===== config.mk =====
export PLATFORM = sky130hd
export DESIGN_NAME = mac_dot_accum
export DESIGN_NICKNAME = d
export VERILOG_FILES = /design/src/rtl/mac_dot_accum.sv
export SDC_FILE = /design/constraint.sdc
export NUM_CORES = 1
export LEC_CHECK = 0
export ABC_CLOCK_PERIOD_IN_PS = 4059
export CAP_MARGIN = 30
export CORE_AREA = 2 2 112 114
export DETAILED_ROUTE_END_ITERATION = 8
export DIE_AREA = 0 0 114 116
export PLACE_DENSITY = 0.79
export SLEW_MARGIN = 0
export SYNTH_ARGS = -nofsm -noshare
export SYNTH_HDL_FRONTEND = slang
export SYNTH_SLANG_ARGS = --single-unit

===== constraint.sdc =====
create_clock -name clk -period 4.06 [get_ports clk]
set_input_delay 0.609 -clock clk [delete_from_list [all_inputs] [get_ports clk]]
set_output_delay 0.609 -clock clk [all_outputs]
set_load 0.05 [all_outputs]

===== src/rtl/mac_dot_accum.sv =====
// Pipelined multiply-accumulate engine that reduces framed operand streams to one dot product per frame.
// The pipeline runs S1 (product), S2 (accumulate) and then the output register, behind a valid/ready output.
module mac_dot_accum #(
    parameter int A_W      = 8,
    parameter int B_W      = 8,
    parameter int ACC_W    = 20,
    parameter int SIGNED   = 0,
    parameter int SATURATE = 1,
    parameter int CNT_W    = 8
) (
    input  logic             clk,
    input  logic             rst_n,
    input  logic             ena,
    input  logic             clr,
    input  logic             in_valid,
    output logic             in_ready,
    input  logic [A_W-1:0]   in_a,
    input  logic [B_W-1:0]   in_b,
    input  logic             in_last,
    output logic             out_valid,
    input  logic             out_ready,
    output logic [ACC_W-1:0] out_acc,
    output logic [CNT_W-1:0] out_count,
    output logic             out_ovf
);

    localparam int P_W = A_W + B_W;

    if (ACC_W < P_W) begin : g_bad_width
        $error("mac_dot_accum: ACC_W (%0d) must be >= A_W+B_W (%0d)", ACC_W, P_W);
    end

    function automatic logic [P_W-1:0] mul_op(input logic [A_W-1:0] a, input logic [B_W-1:0] b);
        logic signed [P_W-1:0] ea;
        logic signed [P_W-1:0] eb;
        logic signed [P_W-1:0] pr;
        ea = {{B_W{(SIGNED != 0) & a[A_W-1]}}, a};
        eb = {{A_W{(SIGNED != 0) & b[B_W-1]}}, b};
        pr = ea * eb;
        return pr;
    endfunction

    function automatic logic [ACC_W:0] ext_prod(input logic [P_W-1:0] p);
        logic fill;
        fill = (SIGNED != 0) & p[P_W-1];
        return {{(ACC_W + 1 - P_W){fill}}, p};
    endfunction

    function automatic logic [ACC_W:0] ext_acc(input logic [ACC_W-1:0] a);
        return {(SIGNED != 0) & a[ACC_W-1], a};
    endfunction

    function automatic logic ovf_detect(input logic [ACC_W:0] s);
        if (SIGNED != 0) return s[ACC_W] ^ s[ACC_W-1];
        return s[ACC_W];
    endfunction

    function automatic logic [ACC_W-1:0] sat_result(input logic [ACC_W:0] s, input logic ovf);
        if (!ovf || SATURATE == 0) return s[ACC_W-1:0];
        if (SIGNED == 0) return {ACC_W{1'b1}};
        // The extra sum bit is the true sign, so it picks which bound was crossed.
        if (s[ACC_W]) return {1'b1, {(ACC_W - 1){1'b0}}};
        return {1'b0, {(ACC_W - 1){1'b1}}};
    endfunction

    function automatic logic [CNT_W-1:0] cnt_inc(input logic [CNT_W-1:0] c);
        if (&c) return c;
        return c + 1'b1;
    endfunction

    logic             stall;
    logic             advance;
    logic             out_load;

    logic             vld_p1;
    logic             last_p1;
    logic [P_W-1:0]   prod_p1;

    logic [ACC_W-1:0] acc_p2;
    logic [CNT_W-1:0] cnt_p2;
    logic             sticky_p2;
    logic             vld_p2;
    logic [ACC_W-1:0] res_p2;
    logic [CNT_W-1:0] fcnt_p2;
    logic             fovf_p2;

    logic [ACC_W:0]   sum;
    logic             ovf;
    logic [ACC_W-1:0] result;
    logic [CNT_W-1:0] cnt_next;
    logic             sticky_next;

    assign stall    = out_valid & ~out_ready;
    assign in_ready = ena & ~stall & ~clr;
    assign advance  = ena & ~stall & ~clr;
    assign out_load = advance & vld_p2;

    always_comb begin
        sum         = ext_acc(acc_p2) + ext_prod(prod_p1);
        ovf         = ovf_detect(sum);
        result      = sat_result(sum, ovf);
        cnt_next    = cnt_inc(cnt_p2);
        sticky_next = sticky_p2 | ovf;
    end

    // Control and architectural state: valids, accumulator, counter, sticky flag, output register.
    always_ff @(posedge clk or negedge rst_n) begin
        if (!rst_n) begin
            vld_p1    <= 1'b0;
            last_p1   <= 1'b0;
            vld_p2    <= 1'b0;
            acc_p2    <= '0;
            cnt_p2    <= '0;
            sticky_p2 <= 1'b0;
            out_valid <= 1'b0;
            out_acc   <= '0;
            out_count <= '0;
            out_ovf   <= 1'b0;
        end else if (clr) begin
            vld_p1    <= 1'b0;
            vld_p2    <= 1'b0;
            acc_p2    <= '0;
            cnt_p2    <= '0;
            sticky_p2 <= 1'b0;
            out_valid <= 1'b0;
        end else begin
            if (advance) begin
                // S1 boundary
                vld_p1  <= in_valid;
                last_p1 <= in_last;
                // S2 boundary: only frame-final sums travel on to the output register
                vld_p2  <= vld_p1 & last_p1;
                if (vld_p1) begin
                    if (last_p1) begin
                        acc_p2    <= '0;
                        cnt_p2    <= '0;
                        sticky_p2 <= 1'b0;
                    end else begin
                        acc_p2    <= result;
                        cnt_p2    <= cnt_next;
                        sticky_p2 <= sticky_next;
                    end
                end
            end
            // Output boundary
            if (out_load) begin
                out_valid <= 1'b1;
                out_acc   <= res_p2;
                out_count <= fcnt_p2;
                out_ovf   <= fovf_p2;
            end else if (out_ready) begin
                out_valid <= 1'b0;
            end
        end
    end

    // Datapath registers are qualified by the valids and need no reset.
    always_ff @(posedge clk) begin
        if (advance) begin
            prod_p1 <= mul_op(in_a, in_b);
            res_p2  <= result;
            fcnt_p2 <= cnt_next;
            fovf_p2 <= sticky_next;
        end
    end

endmodule


==> flow_metrics.py <==
metrics = {
    "route": {
        "drt_pre_antenna_iters": 4,
        "postRouteAntennaNets": 0,
        "viasPerCell": 5.73,
        "vias": 5082,
        "drtIter0Drc": 267,
        "wl_per_cell_um": 16.3,
        "drc": 0,
        "routed_wl_mm": 14.5,
    },
    "critical_path": {
        "cp.required_ns": 4.16,
        "path_cells": "buf_6, nand2_2, fa_1, fa_1, inv_2, fa_1, inv_2, fa_2, inv_2, ha_4, o31ai_4, o31ai_4, o41ai_2, xnor2_1",
        "r2r_setup_slack_ns": 0.99,
        "crit_type": "input port to flop",
        "crit_path_max_fanout": 6,
        "r2r_start": "prod_p1[1]$_DFFE_PP_",
        "r2r_cells": 7,
        "worst-path-buf-inv": 4,
        "arrival_ns": 4.11,
        "max_stage_delay_ns": 0.55,
        "critPathCaptureType": "flop",
        "slowest_stage": "fa_1",
        "worst_setup_path_start_kind": "input port",
        "reg2reg_to": "res_p2[11]$_DFFE_PP_",
        "cpLargestDelayFamily": "adder cells",
    },
    "yosys": {
        "synth.most_common_cell": "dfrtp_1",
        "yosys.cell_types.count": 56,
        "yosys.area.top_type": "dfrtp_1",
        "ys_async_sr_fraction_pct": 57.9,
        "synth_warnings": 0,
        "ys.flop_type": "dfrtp_1",
        "synth_edf_count": 45,
        "netlist_top_cells_count": "dfrtp_1, inv_1, and2_1, ha_1, edfxtp_1",
        "syn_inst": 633,
        "syn_nets": 746,
        "synth_seq_cells": 107,
        "synth_top_area_share_pct": 22.1,
        "seq_area_frac_synth_pct": 41.4,
        "synth.area.top_cells": "dfrtp_1, edfxtp_1, fa_1, ha_1, and2_1",
        "avgSynthCellArea_um2": 11.1,
        "synth_area_mm2": 0.00701,
    },
    "global_route": {
        "grt_pass1_vias": 5402,
        "grt_pass1_wl_mm": 24.5,
        "grt.overflow.total": 0,
        "antenna_found_initial": 0,
        "track_usage_pct": 23.4,
        "grt_max_degree": 42,
    },
    "pwr": {
        "pwr-share-clk_pct": 21.7,
        "p_leak_nw": 3.97,
        "power.share.switching_pct": 34.7,
        "power_frac_comb_pct": 45.5,
        "p_seq_share_pct": 32.7,
        "intPower_mw": 2.70,
        "power_density_mw_per_mm2": 478,
        "p_switching_mw": 1.43,
        "power_mw": 4.13,
        "vdd_drop_max_uv": 241,
    },
    "sta": {
        "fin_skew_ns": 0.00943,
        "setup_viol_count_final": 0,
        "tightest_slew_ns": 0.846,
        "rsz0062_at_grt": "yes",
        "fmax_mhz": 250,
        "slew_headroom_pct": 43.3,
        "final.setup.tns_ns": 0,
        "fin_crit_ns": 4.01,
        "slew_violations": 0,
        "hold_viol_final": 0,
        "min_period_over_period_pct": 98.7,
        "worst_hold_slack_ns": 0.214,
    },
    "layout": {
        "area_growth_pct": 23.4,
        "multiInputGateArea_mm2": 0.00407,
        "diodes": 0,
        "n_fill_cell": 836,
        "drive_above_1_share_pct": 24.2,
        "seqCellArea_mm2": 0.00290,
        "fin_nets": 848,
    },
    "clock_tree": {
        "clk_path_buf_depth": 2,
        "tritoncts": "done",
        "clkLatencyLatePin_ns": 0.35,
        "numCtsBuffers": 9,
        "cts_sinks": 107,
        "cts_max_level": 3,
        "cts.clk_slew.worst_paths_ns": 0.07,
        "cts_root_buf": "clkbuf_16",
    },
    "outcome": {
        "status": "completed",
    },
    "placed_design": {
        "dp_hpwl_mm": 11.0,
        "port_buffers": 53,
        "place_congestion": 0.902,
    },
    "floorplanning": {
        "die_h_um": 116,
        "die_w_um": 114,
        "dieArea_mm2": 0.0132,
        "coreArea_mm2": 0.0119,
        "io_pins": 54,
        "initial_core_util_pct": 58.8,
        "num_rows": 40,
    },
    "hold_path": {
        "holdCritPathClass": "input port to asynchronous set/reset pin",
    },
    "flow_run": {
        "drv_cap": 0,
    },
}
==> kinds of logic after synthesis <==
logic type	count (synthesis)	share of synthesized area (%)
AO/OA/AOI/OAI	128	12.8
XOR/XNOR	24	3.00
adder cells (fa/ha/maj)	90	20.0
buffers and inverters	73	4.14
flip-flops	107	41.4
multiplexers	31	4.98
AND/OR/NAND/NOR	180	13.6
==> cell type report <==
class / count / share of cell area, %
sequential: 107 / 33.6
timing repair buffer: 103 / 11.0
clock buffer: 10 / 2.76
clock inverter: 6 / 0.839
multi-input combinational: 453 / 47.0
tap: 147 / 2.13
inverter: 61 / 2.65
==> through the flow <==
stage                     std cells  setup WS (ns)  instance area [µm²]  utilization, %
after global routing            887        -0.0944                 8640            72.6
final                           887         0.0545                 8640            72.6
after detailed placement        867         -0.827                 8140            68.4
after CTS                       885        -0.0305                 8480            71.2
after global placement          867         -0.742                 8140            68.4
after floorplan                 633        -0.0950                 7150               -
==> registers in the layout, indices dropped and copies added (netlist names) <==
register   count
last_p1        1
prod_p1       16
res_p2        20
cnt_p2         8
out_acc       20
out_valid      1
vld_p2         1
out_count      8
sticky_p2      1
vld_p1         1
out_ovf        1
acc_p2        20
fovf_p2        1
fcnt_p2        8
==> power by group through the flow <==
| stage | Sequential, mW | Clock, mW | Combinational [mW] |
|---|---|---|---|
| 2_1_floorplan | 1.50 | 0 | 1.09 |
| 3_3_place_gp | 1.37 | 0 | 1.67 |
| 3_5_place_dp | 1.37 | 0 | 1.74 |
| 4_1_cts | 1.35 | 0.918 | 1.79 |
| 5_1_grt | 1.36 | 0.954 | 2.07 |
| 6_report | 1.35 | 0.898 | 1.88 |
==> how the worst max path moves through the flow <==
stage | start | endpoint | slack (ns) | cells past startpoint
finish | in_a[0] | prod_p1[14]$_DFFE_PP_ | 0.05 | 14
global route | in_b[2] | prod_p1[14]$_DFFE_PP_ | -0.09 | 15
CTS | in_a[6] | prod_p1[15]$_DFFE_PP_ | -0.03 | 15
detailed placement | in_a[2] | prod_p1[14]$_DFFE_PP_ | -0.83 | 14
global placement | in_a[2] | prod_p1[15]$_DFFE_PP_ | -0.74 | 16
floorplan | in_a[3] | prod_p1[15]$_DFFE_PP_ | -0.09 | 14
==> layout by cell type, fill, tap and decap left out, types with 4 or more instances in the layout <==
| master | instances |
|---|---|
| mux2_2 | 31 |
| inv_2 | 10 |
| clkbuf_16 | 9 |
| a211oi_1 | 4 |
| dfrtp_1 | 62 |
| a22o_1 | 15 |
| buf_8 | 4 |
| nand2_1 | 39 |
| o21a_1 | 7 |
| and2_4 | 13 |
| nand3_1 | 12 |
| edfxtp_1 | 45 |
| buf_6 | 9 |
| a21o_1 | 9 |
| xor2_1 | 7 |
| o21ai_0 | 17 |
| nand2b_1 | 7 |
| nor3_1 | 9 |
| a21oi_1 | 32 |
| buf_4 | 49 |
| ha_4 | 7 |
| xnor2_1 | 16 |
| ha_1 | 46 |
| inv_1 | 51 |
| fa_1 | 33 |
| a31oi_1 | 7 |
| clkdlybuf4s50_1 | 36 |
| fa_2 | 4 |
| nor2_1 | 26 |
| and2_1 | 44 |
| or2_2 | 4 |
==> worst register-to-register path: stages, from the launching register on <==
cell	delay (ns)
edfxtp_1	0.41
ha_1	0.33
a211oi_1	0.55
o21ai_1	0.25
a2111oi_0	0.65
nor3_1	0.14
xnor2_1	0.19
or2_2	0.30
==> metal layers <==
metal | global-route usage [%] | routed length [µm]
met5 | 0 | 0
met4 | 8.94 | 290
met3 | 3.50 | 516
met2 | 41.9 | 7510
met1 | 28.8 | 6170
==> what timing repair did <==
| action | in CTS | in global routing |
|---|---|---|
| pin swaps | 19 | 36 |
| gates resized for setup | 72 | 54 |
| endpoints found under the setup margin | 9 | 4 |
| hold buffers | 0 | 0 |
| setup buffers | 2 | 2 |
| hold endpoints to repair | 0 | 0 |
Note: power is estimated with default switching activity, not from simulation.
